$ cat src/rtl/interp_dim_sequencer.sv
// Two-pass (horizontal then vertical) row sequencer for separable fractional interpolation.
// Optional build macro INTERP_SKIP_ZERO_FRAC_EN: skip a pass whose captured MV fraction is zero.
module interp_dim_sequencer #(
    parameter int BLOCK_H = 8,
    parameter int TAPS    = 8,
    parameter int CNT_W   = 5
) (
    input  logic                    CLK,
    input  logic                    RST,
    input  logic                    START,
    input  logic signed [3:0]       MV_X_FRAC,
    input  logic signed [3:0]       MV_Y_FRAC,
    input  logic                    STALL,
    output logic                    READY,
    output logic                    SEL_DIM,
    output logic                    FILTER_EN,
    output logic [CNT_W-1:0]        ROW_CNT,
    output logic                    LAST_ROW,
    output logic                    DONE
);

`ifdef INTERP_SKIP_ZERO_FRAC_EN
    localparam bit SKIP_EN = 1'b1;
`else
    localparam bit SKIP_EN = 1'b0;
`endif

    // Index of the final row: the horizontal pass carries TAPS-1 extra rows to feed the vertical taps.
    localparam logic [CNT_W-1:0] LAST_LONG  = CNT_W'(BLOCK_H + TAPS - 2);
    localparam logic [CNT_W-1:0] LAST_SHORT = CNT_W'(BLOCK_H - 1);

    typedef enum logic [1:0] {
        S_IDLE = 2'd0,
        S_HOR  = 2'd1,
        S_VER  = 2'd2,
        S_FIN  = 2'd3
    } state_t;

    state_t                 state_q, state_d;
    logic [CNT_W-1:0]       cnt_q, cnt_d;
    logic signed [3:0]      fx_q, fx_d;
    logic signed [3:0]      fy_q, fy_d;

    logic                   skip_x_in;
    logic                   skip_y_in;
    logic                   skip_ver;
    logic                   active;
    logic [CNT_W-1:0]       last_idx;

    always_comb begin
        skip_x_in = SKIP_EN && (MV_X_FRAC == 4'sd0);
        skip_y_in = SKIP_EN && (MV_Y_FRAC == 4'sd0);
        skip_ver  = SKIP_EN && (fy_q == 4'sd0);

        last_idx = LAST_SHORT;
        if (state_q == S_HOR && !skip_ver) begin
            last_idx = LAST_LONG;
        end

        state_d = state_q;
        cnt_d   = cnt_q;
        fx_d    = fx_q;
        fy_d    = fy_q;

        case (state_q)
            S_IDLE: begin
                cnt_d = '0;
                if (START) begin
                    fx_d = MV_X_FRAC;
                    fy_d = MV_Y_FRAC;
                    if (skip_x_in && skip_y_in) begin
                        state_d = S_FIN;
                    end else if (skip_x_in) begin
                        state_d = S_VER;
                    end else begin
                        state_d = S_HOR;
                    end
                end
            end
            S_HOR: begin
                if (!STALL) begin
                    if (cnt_q == last_idx) begin
                        cnt_d   = '0;
                        state_d = skip_ver ? S_FIN : S_VER;
                    end else begin
                        cnt_d = cnt_q + 1'b1;
                    end
                end
            end
            S_VER: begin
                if (!STALL) begin
                    if (cnt_q == last_idx) begin
                        cnt_d   = '0;
                        state_d = S_FIN;
                    end else begin
                        cnt_d = cnt_q + 1'b1;
                    end
                end
            end
            default: begin
                state_d = S_IDLE;
            end
        endcase
    end

    always_ff @(posedge CLK) begin
        if (RST) begin
            state_q <= S_IDLE;
            cnt_q   <= '0;
            fx_q    <= '0;
            fy_q    <= '0;
        end else begin
            state_q <= state_d;
            cnt_q   <= cnt_d;
            fx_q    <= fx_d;
            fy_q    <= fy_d;
        end
    end

    // Everything decodes registered state; only the row strobes see STALL directly.
    always_comb begin
        active    = (state_q == S_HOR) || (state_q == S_VER);
        READY     = (state_q == S_IDLE);
        SEL_DIM   = (state_q == S_HOR);
        DONE      = (state_q == S_FIN);
        ROW_CNT   = cnt_q;
        FILTER_EN = active && !STALL;
        LAST_ROW  = active && !STALL && (cnt_q == last_idx);
    end

endmodule

$ cat config.mk
export PLATFORM = sky130hd
export DESIGN_NAME = interp_dim_sequencer
export DESIGN_NICKNAME = d
export VERILOG_FILES = /design/src/rtl/interp_dim_sequencer.sv
export SDC_FILE = /design/constraint.sdc
export NUM_CORES = 1
export LEC_CHECK = 0
export BUFFER_PORTS_ARGS = -buffer_cell sky130_fd_sc_hd__clkbuf_2
export CORE_AREA = 2 2 39 41
export DETAILED_ROUTE_END_ITERATION = 7
export DIE_AREA = 0 0 41 43
export PLACE_DENSITY = 0.68
export RECOVER_POWER = 25
export SYNTH_ARGS = -nofsm -noshare
export SYNTH_HDL_FRONTEND = slang
export SYNTH_SLANG_ARGS = --single-unit
$ cat constraint.sdc
create_clock -name CLK -period 2.7 [get_ports CLK]
set_input_delay 0.81 -clock CLK [delete_from_list [all_inputs] [get_ports CLK]]
set_output_delay 0.81 -clock CLK [all_outputs]
set_load 0.02 [all_outputs]
==> flow_summary.json <==
{
  "run_status": "finished, final reports clean",
  "worst_r2r_start": "state_q[1]",
  "critPathKind": "flop to output port",
  "cap_violations": 0,
  "final_common_cell": "sky130_fd_sc_hd__clkbuf_2",
  "synth_seq_cells": 7,
  "maxClockFrequency_mhz": 386,
  "top_level_ports": 22,
  "fin_tns_setup_ns": 0,
  "antennaDiodeCount": 0,
  "share_of_layout_cells_above_drive_strength_1_pct": 36.4,
  "timing.final.max_slew_violations": 0,
  "cp.required_ns": 1.89,
  "fin_crit_share_pct": 95.9,
  "hold_violations": 0,
  "hp-class": "flop to flop",
  "post_layout_nonfiller_instances": 82,
  "peakVddDrop_uv": 235,
  "final-seq-area_um2": 141,
  "total_leakage_power_nw": 0.262,
  "top_signal_layer_used": "met3",
  "drt_first_iter_violations": 6,
  "synth_area_um2": 477,
  "max_slew.worst_pin.slew_ns": 0.477,
  "fin_total_pwr_uw": 491,
  "ctsHoldBuffers": 0,
  "ctsHtreeMaxLevel": 1,
  "slew_headroom_pct": 67.9,
  "area_delta_synth_final_pct": 23.9,
  "groute.usage.overall_pct": 11.3,
  "synth.net_count": 67,
  "tritoncts_num_sinks": 7,
  "fp.dieH_um": 43,
  "numCtsBuffers": 3,
  "routed_wire_length_per_instance_um": 10.7,
  "endpoint_kind": "output port",
  "core_um2": 1380,
  "cts_tree": "done",
  "yosysWarningCount": 0,
  "worst_hold_startpoint": "state_q[1]",
  "layout_min_cycle_time_ns": 2.59,
  "number_of_placement_rows": 14,
  "drt-pass1-iter-count": 4,
  "antenna_left": 0,
  "start_util_pct": 34.4,
  "drt-met1-wl_um": 431,
  "viasPerCell": 4.84,
  "cts_max_path_buffers": 2,
  "finalSetupViolCount": 0,
  "synth.avg_cell_area_um2": 9.73,
  "netlist_top_cells_area": "sky130_fd_sc_hd__dfxtp_1 (29%), sky130_fd_sc_hd__ha_1 (16%), sky130_fd_sc_hd__a211oi_4 (4.2%), sky130_fd_sc_hd__nand2b_1 (3.9%), sky130_fd_sc_hd__o41ai_2 (3.4%)",
  "number_of_antenna_violations_at_the_first_check_in_global_routing": 0,
  "grt_setup_unrepaired": "false",
  "crit_path_max_fo": 5,
  "final_weighted_congestion_in_routability_driven_placement": 0.645,
  "synth_top_area_share_pct": 29.4,
  "fin_skew_ns": 0.00155,
  "cts_root_buf": "sky130_fd_sc_hd__clkbuf_4",
  "drt_drc_violations_left": 0,
  "nFillCells": 146,
  "die_span_in_x_um": 41,
  "numPlacedInstances": 78,
  "overall_routed_net_length_um": 876,
  "routed-wl-met2_um": 386,
  "route.met3.wl_um": 57,
  "mostFrequentLayoutCells": "sky130_fd_sc_hd__clkbuf_2 (9), sky130_fd_sc_hd__dfxtp_1 (6), sky130_fd_sc_hd__ha_1 (5), sky130_fd_sc_hd__clkbuf_1 (5), sky130_fd_sc_hd__inv_1 (4)",
  "timing.critical_path.from_type": "flop",
  "post_synth_inst_count": 49,
  "via_count": 397,
  "arrival_ns": 1.78,
  "worst_setup_path_startpoint": "state_q[1]",
  "clk_lat_worst_skew_ns": 0.24,
  "grt_pass1_wl_um": 1360,
  "clock_slew_at_the_register_clock_pins_of_the_worst_setup_and_hold_paths_ns": 0.05,
  "layout.nets": 85,
  "vias_in_the_first_global_route": 339,
  "grt-ovfl-total": 0,
  "synth_top_area_cell": "sky130_fd_sc_hd__dfxtp_1",
  "number_of_distinct_standard_cells_referenced_by_the_synthesized_netlist": 28,
  "placement.io_buffers": 13,
  "powerDensity_nw_per_um2": 832,
  "multi_input_comb_area_um2": 320,
  "die-area_um2": 1760,
  "grt_start_max_net_pins": 9,
  "synth-seq-area-share_pct": 29.4
}
-- stage by stage --
step	hold slack (ns)	instance area [um^2]	setup WS [ns]	util [%]
4_1_cts	0.518	593	0.0455	42.9
6_report	0.514	591	0.111	42.7
5_1_grt	0.544	591	0.00904	42.7
3_5_place_dp	0.535	566	0.256	40.9
2_1_floorplan	0.500	477	0.259	-
3_3_place_gp	0.527	566	0.278	40.9
-- cells in the mapped netlist --
library cell               instances
sky130_fd_sc_hd__dfxtp_1           7
sky130_fd_sc_hd__ha_1              6
sky130_fd_sc_hd__inv_1             4
sky130_fd_sc_hd__nand2b_1          3
sky130_fd_sc_hd__nor3_1            3
sky130_fd_sc_hd__nand3b_1          2
sky130_fd_sc_hd__nor2_1            2
sky130_fd_sc_hd__nor2b_1           2
sky130_fd_sc_hd__a2111o_1          1
sky130_fd_sc_hd__a211oi_4          1
sky130_fd_sc_hd__a21o_1            1
sky130_fd_sc_hd__a21oi_1           1
sky130_fd_sc_hd__a21oi_2           1
sky130_fd_sc_hd__a22o_1            1
sky130_fd_sc_hd__a22o_2            1
sky130_fd_sc_hd__a31o_2            1
sky130_fd_sc_hd__and2_2            1
sky130_fd_sc_hd__clkbuf_1          1
sky130_fd_sc_hd__mux2_2            1
sky130_fd_sc_hd__mux2i_1           1
sky130_fd_sc_hd__nand2_1           1
sky130_fd_sc_hd__nand3_1           1
sky130_fd_sc_hd__nand4_1           1
sky130_fd_sc_hd__nor4_1            1
sky130_fd_sc_hd__o41ai_2           1
sky130_fd_sc_hd__or3_2             1
sky130_fd_sc_hd__or3b_4            1
sky130_fd_sc_hd__xnor2_1           1
-- area by class of cell --
type / count / area share, %
flip-flops and latches: 7 / 23.9
repair buffers: 14 / 11.4
inverters: 4 / 2.54
multi-input cells: 37 / 54.2
clock buffers: 4 / 4.45
well taps: 16 / 3.39
-- logic make-up after synthesis --
group / share of synthesized area (%)
adder cells (fa/ha/maj): 15.7
XOR/XNOR: 1.84
AND/OR/NAND/NOR: 24.4
AO/OA/AOI/OAI: 20.2
multiplexers: 4.46
buffers and inverters: 3.94
flip-flops: 29.4
-- power by group --
group	internal, mW	total (mW)	switching (mW)	leakage, nW
clock network	0.0564	0.0948	0.0384	0.0150
logic	0.101	0.251	0.150	0.190
registers	0.123	0.145	0.0220	0.0573
-- routing by layer --
metal | GRT usage [%] | vias up
met1 | 14.8 | 176
met4 | 6.00 | 0
met2 | 15.6 | 12
met5 | 0 | -
met3 | 4.19 | 0
li1 | - | 209
-- final timing paths --
kind | cells after the start | end | slack, ns
setup / recovery | 6 | LAST_ROW | 0.11
hold / removal | 2 | state_q[1] | 0.51
setup reg to reg | 7 | ROW_CNT[0] | 0.86
hold reg to reg | 2 | state_q[1] | 0.51
-- sequential cells by signal, indices dropped and copies added (netlist names) --
signal   flops
ROW_CNT      5
state_q      2
-- worst max-delay path, stage by stage (launching register included) --
cell,delay [ns]
sky130_fd_sc_hd__dfxtp_2,0.36
sky130_fd_sc_hd__inv_1,0.07
sky130_fd_sc_hd__ha_2,0.20
sky130_fd_sc_hd__or3b_4,0.39
sky130_fd_sc_hd__a211oi_4,0.20
sky130_fd_sc_hd__and2_2,0.16
sky130_fd_sc_hd__clkbuf_2,0.15
-- timing repair --
item	CTS	global route
gates resized for setup	1	1
endpoints found under the hold margin	0	0
setup endpoints to repair	1	1
setup buffers	0	0
Note: power is estimated with default switching activity, not from simulation.
